===== config.mk =====
export PLATFORM = sky130hd
export DESIGN_NAME = hazard_div_ctrl
export DESIGN_NICKNAME = d
export VERILOG_FILES = /design/src/rtl/mips_ctrl_pkg.sv /design/src/rtl/hazard_div_ctrl_div_sequencer.sv /design/src/rtl/hazard_div_ctrl.sv
export SDC_FILE = /design/constraint.sdc
export NUM_CORES = 1
export LEC_CHECK = 0
export ABC_CLOCK_PERIOD_IN_PS = 2850
export BUFFER_PORTS_ARGS = -buffer_cell sky130_fd_sc_hd__buf_4
export CAP_MARGIN = 10
export CELL_PAD_IN_SITES_DETAIL_PLACEMENT = 1
export CELL_PAD_IN_SITES_GLOBAL_PLACEMENT = 1
export CORE_ASPECT_RATIO = 1.5
export CORE_MARGIN = 4
export CORE_UTILIZATION = 39
export DETAILED_ROUTE_END_ITERATION = 12
export PLACE_DENSITY = 0.86
export SYNTH_ARGS = -nofsm -noshare
export SYNTH_HDL_FRONTEND = slang
export SYNTH_HIERARCHICAL = 1
export SYNTH_SLANG_ARGS = --single-unit

===== constraint.sdc =====
create_clock -name clk -period 2.85 [get_ports clk]
set_input_delay 0.1425 -clock clk [delete_from_list [all_inputs] [get_ports clk]]
set_output_delay 0.1425 -clock clk [all_outputs]
set_load 0.05 [all_outputs]

===== src/rtl/mips_ctrl_pkg.sv =====
// Shared constants for the MIPS pipeline control blocks.
package mips_ctrl_pkg;

    // Default divider latency, DivStart through HiLoWE inclusive
    localparam int unsigned DIV_CYCLES_DEF = 32;
    localparam int unsigned STALL_CNT_W    = 32;

    // HI/LO read encodings on mfD; 2'b11 is illegal and treated as a read
    localparam logic [1:0] MF_NONE = 2'b00;
    localparam logic [1:0] MF_HI   = 2'b01;
    localparam logic [1:0] MF_LO   = 2'b10;

    // Divider sequencer state encodings
    localparam logic S_IDLE = 1'b0;
    localparam logic S_BUSY = 1'b1;

    // Individual hazard terms feeding the combined stall
    typedef struct packed {
        logic lw;
        logic mf;
        logic div;
    } hazard_t;

endpackage


===== src/rtl/hazard_div_ctrl_div_sequencer.sv =====
// Multi-cycle HI/LO divider sequencer: start pulse, busy countdown, write enable.
module div_sequencer
    import mips_ctrl_pkg::*;
#(
    parameter int unsigned DIV_CYCLES = DIV_CYCLES_DEF,
    parameter int unsigned CNT_W      = 8
) (
    input  logic clk,
    input  logic reset,
    input  logic divE,
    output logic DivStart,
    output logic DivBusy,
    output logic HiLoWE
);

    logic             state;
    logic             stateNext;
    logic [CNT_W-1:0] cnt;
    logic [CNT_W-1:0] cntNext;

    // State and countdown registers; reset abandons any divide in flight
    always_ff @(posedge clk) begin
        if (reset) begin
            state <= S_IDLE;
            cnt   <= '0;
        end else begin
            state <= stateNext;
            cnt   <= cntNext;
        end
    end

    // Next-state and pulse decode; a divE seen while busy is ignored
    always_comb begin
        stateNext = state;
        cntNext   = cnt;
        DivStart  = 1'b0;
        DivBusy   = 1'b0;
        HiLoWE    = 1'b0;
        case (state)
            S_IDLE: begin
                if (divE) begin
                    DivStart  = 1'b1;
                    stateNext = S_BUSY;
                    cntNext   = CNT_W'(DIV_CYCLES - 1);
                end
            end
            S_BUSY: begin
                DivBusy = 1'b1;
                if (cnt > CNT_W'(1)) begin
                    cntNext = cnt - CNT_W'(1);
                end else begin
                    HiLoWE    = 1'b1;
                    stateNext = S_IDLE;
                    cntNext   = '0;
                end
            end
            default: begin
                stateNext = S_IDLE;
                cntNext   = '0;
            end
        endcase
    end

endmodule


===== src/rtl/hazard_div_ctrl.sv =====
// Pipeline hazard controller: load-use, HI/LO read after div, back-to-back div.
module hazard_div_ctrl
    import mips_ctrl_pkg::*;
#(
    parameter int unsigned DIV_CYCLES = DIV_CYCLES_DEF,
    parameter int unsigned CNT_W      = 8
) (
    input  logic        clk,
    input  logic        reset,
    input  logic [4:0]  RsD,
    input  logic [4:0]  RtD,
    input  logic        divD,
    input  logic [1:0]  mfD,
    input  logic [4:0]  RtE,
    input  logic        MemtoRegE,
    input  logic        RegWriteE,
    input  logic        divE,
    output logic        StallF,
    output logic        StallD,
    output logic        FlushE,
    output logic        DivStart,
    output logic        DivBusy,
    output logic        HiLoWE,
    output logic [31:0] StallCount
);

    localparam logic [STALL_CNT_W-1:0] CNT_MAX = '1;

    hazard_t                hz;
    logic                   stall;
    logic [STALL_CNT_W-1:0] stallCnt;

    div_sequencer #(
        .DIV_CYCLES (DIV_CYCLES),
        .CNT_W      (CNT_W)
    ) uDivSeq (
        .clk      (clk),
        .reset    (reset),
        .divE     (divE),
        .DivStart (DivStart),
        .DivBusy  (DivBusy),
        .HiLoWE   (HiLoWE)
    );

    // Hazard detection; DivBusy stands in for the sequencer being in BUSY
    always_comb begin
        hz     = '0;
        hz.lw  = MemtoRegE & RegWriteE & (RtE != 5'd0) & ((RtE == RsD) | (RtE == RtD));
        hz.mf  = (mfD != MF_NONE) & (divE | DivBusy);
        hz.div = divD & (divE | DivBusy);
        stall  = hz.lw | hz.mf | hz.div;
    end

    assign StallF = stall;
    assign StallD = stall;
    assign FlushE = stall;

    // Saturating count of stalled decode cycles
    always_ff @(posedge clk) begin
        if (reset) begin
            stallCnt <= '0;
        end else if (stall && (stallCnt != CNT_MAX)) begin
            stallCnt <= stallCnt + STALL_CNT_W'(1);
        end
    end

    assign StallCount = stallCnt;

endmodule


# Yosys cells after proc, flatten, opt, wreduce, memory -nomap -nowiden
# Cells that the tools add are included.
[word_totals]
regBits = 41
out_inout_bits = 38
[op_classes]
add_sub_neg = 2
order_cmp = 1
n_eq_ne = 4
mux = 10
n_bitwise = 10
n_reduce_logical = 3
[ops]
columns = ["op", "count"]
rows = [
  ["32-bit by 1-bit adder with 32-bit output (second input constant)", 1],
  ["32-bit != test (second input constant)", 1],
  ["8-bit two-way mux", 2],
  ["8-bit case mux with 2 select lines", 1],
  ["5-bit equality test", 2],
  ["8-bit by 1-bit greater-than comparator with 1-bit output (second input constant)", 1],
  ["8-bit by 1-bit subtractor with 8-bit output (second input constant)", 1],
  ["1-bit two-way mux", 6],
  ["1-bit AND", 5],
  ["5-bit nonzero test", 1],
  ["1-bit bitwise OR", 4],
  ["2-bit != test (second input constant)", 1],
  ["1-bit case mux with 2 select lines", 1],
  ["2-bit nonzero test", 1],
  ["1-bit logical AND", 1],
  ["1-bit NOT", 1],
]

# Longest topological paths before layout
[logic_depth]
ltp_word = 6
ltp_mapped = 9
depth_no_buf = 7

# Hierarchy
# The synthesis kept the hierarchy.
[modules_own_cells]
columns = ["mod", "n_inst", "cells_per_inst", "area_each_um2", "seq_area_each_um2"]
rows = [
  ["hazard_div_ctrl", 1, 220, 1846.8, 640.6],
  ["div_sequencer", 1, 60, 528.0, 180.2],
]

# Worst setup path before layout
# Ideal clock, no wire load.
[synth_path]
path_kind = "reg2reg"
startpoint = "reg stallCnt[0], in the netlist StallCount[0]"
endpoint = "reg stallCnt[21], in the netlist StallCount[21]"
setup_ns = 0.123
arrival_ns = 2.340
required_ns = 2.727
setup_slack_ns = 0.387
path_stages_with_launch = 9
path_buffers = 1
period_less_slack_ns = 2.463
path_cell_list = "dfxtp_1 -> ha_1 -> and3_1 -> and4_4 -> a32oi_4 -> nand2_2 -> buf_6 -> nor4_1 -> mux2_1"
[synth_via]
elab_chain_len = 2
elab_cells_between_ends = 3
[synth_rtl]
columns = ["element", "line", "source"]
rows = [
  ["from (decl)", "hazard_div_ctrl.sv:31", "logic [STALL_CNT_W-1:0] stallCnt;"],
  ["from (signal assigned)", "hazard_div_ctrl.sv:63", "stallCnt <= stallCnt + STALL_CNT_W'(1);"],
  ["branches (longest 2 deep; another with 32-bit by 1-bit adder with 32-bit output)", "n/a", ""],
]
# Several ways; the timed one is not identified.
# A chain may end at the register's enable or synchronous reset.

# Worst setup path after layout
[layout_path]
startpoint = "reg stallCnt[0], in the netlist StallCount[0]"
endpoint = "reg stallCnt[7], in the netlist StallCount[7]"
# The elaborated chain is that of the path after synthesis.

==> results.toml <==
[run_status]
status = "finished clean"

[setup_path]
timing.rr.end = "StallCount[7]"
worstPathRequired_ns = 3.09
arrival_ns = 2.80
critPathCaptureType = "flop"
r2r_slack_ns = 0.29
worstPathMaxFanout = 21
path_class = "reg -> reg"
r2r_cells = 8
startpoint_type = "flop"
crit-reg2reg-launch = "StallCount[0]"

[synthesis]
syn_inst = 280
synth-seq-cells = 41
synth_edf_count = 0
synth_seq_area_share_pct = 34.56
async_reset_ff_share_pct = 0
syn_nets = 306
synth_cell_types = 52
ys.flop_type = "dfxtp_1"
synth.avg_cell_area_um2 = 8.481
synth_warnings = 6
synth_area_mm2 = 0.002375

[drt]
drtIter0Drc = 88
first_pass_iters = 4
num_vias = 2399
drc_errors = 0
vias_per_cell = 5.823
wl_um = 6905
ant_nets = 0
wl_per_cell_um = 16.76

[global_route]
grt-ovfl-total = 0
use_met1_pct = 21.30
grt_max_degree = 51
grtUsageMet3_pct = 3.585
antenna_found_initial = 0
busiest_layer = "met2"
grt_first_pass_wirelength_um = 12130
grt_pass1_vias = 2523
grtUsageTotal_pct = 19.76
grt_use_met2_pct = 36.91

[cts]
clock_latency_ns = 0.31
clock_sinks = 41
clk_path_buf_depth = 2
htreeDepth = 2
cts_tree = "built"
hold_buffers = 0
post_cts_resized = 0
cts-root-buf = "clkbuf_8"
post_cts_buffers = 0
clkTransAtPathRegs_ns = 0.09
cts_buffers = 5

[timing]
setup_slack_ns = 0.2931
period_minus_slack_ns = 2.557
slew_viol_final = 0
tns_ns = 0
skew_ns = 0.01317
finalCritPeriodShare_pct = 89.72
finalSetupViolations = 0
slew_headroom_pct = 33.16
hold_violations = 0
max_freq_ghz = 0.3911
rsz0062_at_grt = "false"
worst_pin_slew_ns = 0.9995

[placement]
dpl.hpwl_um = 5207
dp.cells = 404
gp_congestion = 0.8665
place_ws_ns = 0.3219
portBuffers = 60

[finish]
layout.cells.non_filler = 412
syn2layout_area_growth_pct = 25.92
multi_input_area_mm2 = 0.001449
drive_gt1_share_pct = 25.88
nFillCells = 732
fin_nets = 365
seqCellArea_um2 = 820.8
diodes = 0

[pwr]
ir_drop_mv = 0.3282
leakage_nw = 1.141
total_power_mw = 1.395
p_per_area_mw_per_mm2 = 466.5

[flow_run]
cap_violations = 0

[floorplanning]
io_pins = 61
die_w_um = 71.72
rows = 34
core_area_mm2 = 0.005871
die_area_mm2 = 0.007428
die_y_um = 103.6
initial_core_util_pct = 40.45

[worst_hold_path]
whs_path_depth = 3
whs_endpoint = "uDivSeq/cnt[3]"
min_from = "divE"
hold_path_class = "in -> reg"
[power breakdown]
part	switching, mW	internal (mW)	leakage (nW)	total [mW]
clock	0.218	0.285	0.0574	0.503
combinational	0.166	0.108	0.751	0.273
sequential	0.0289	0.590	0.332	0.619
[cell type report]
type	count	share of cell area [%]
clock buffer	6	2.762
clock inverter	2	1.255
inverter	6	0.7531
multi-input combinational	220	48.45
sequential	41	27.45
tap	72	3.013
timing repair buffer	65	16.32
[layout by cell type, fill, tap and decap left out, types with 9 or more instances in the layout]
cell	instances
or3_1	11
or4_1	9
nand4_1	11
o21ai_0	11
nor2b_1	12
nand2_1	18
xnor2_1	11
buf_4	65
nor2_1	20
dfxtp_1	41
a21oi_1	19
nand3_1	15
[worst max-delay path by stage]
stage | cells past startpoint | end | startpoint
6_report | 8 | StallCount[7] | StallCount[0]
4_1_cts | 8 | StallCount[7] | StallCount[0]
3_5_place_dp | 8 | StallCount[7] | StallCount[0]
2_1_floorplan | 8 | StallCount[21] | StallCount[0]
5_1_grt | 8 | StallCount[7] | StallCount[0]
3_3_place_gp | 8 | StallCount[7] | StallCount[0]
[synth_stat cells (6+ instances only)]
cell type	number	area [um^2]
buf_4	6	45.04
nor2b_1	12	75.07
nand4_1	11	68.82
nand2_1	18	67.56
or4_1	9	67.56
inv_1	6	22.52
nor3_1	7	35.03
mux2_1	8	90.09
nor4_1	8	50.05
nand3_1	15	75.07
a21oi_1	19	95.09
or3_1	11	68.82
dfxtp_1	41	820.8
nor2_1	20	75.07
xnor2_1	11	96.34
o21ai_0	11	55.05
[cells by family (layout without fill, tap and decap cells)]
group                      count (synthesis)  count (layout)  share of synthesized area (%)
adders and majority gates                  3               3                          1.581
buffers and inverters                     19              79                          4.426
DFF                                       41              41                          34.56
AOI/OAI and AO/OA                         54              54                          15.23
xor gates and xnor gates                  16              16                          5.901
and+or+nand+nor                          137             137                          33.61
muxes                                     10              10                          4.689
[sequential cells by signal, summed over array words and instances, names as in the netlist]
name,flops
uDivSeq/state,1
StallCount,32
uDivSeq/cnt,8
[worst max-delay path, cell delays in order (launching register included)]
cell and delay, ns:
dfxtp_1 0.36, ha_1 0.26, and3_1 0.21, and4_4 0.21, a32oi_4 0.28, nand2_2 0.29
buf_4 0.26, or4_1 0.46, a21oi_1 0.15
[per-layer routing]
layer,part of all wire [%],vias up
li1,-,1155
met1,38,1170
met2,55,63
met3,5.5,11
met4,1.6,0
met5,0,-
[metrics by stage]
stage	area [um^2]	hold slack [ns]	utilization, %
final	2990	0.1907	50.94
after global routing	2990	0.2159	50.94
after CTS	2990	0.1841	50.94
after detailed placement	2870	0.4665	48.89
after global placement	2870	0.4601	48.89
after floorplan	2375	0.3141	-
Note: power is estimated with default switching activity, not from simulation.
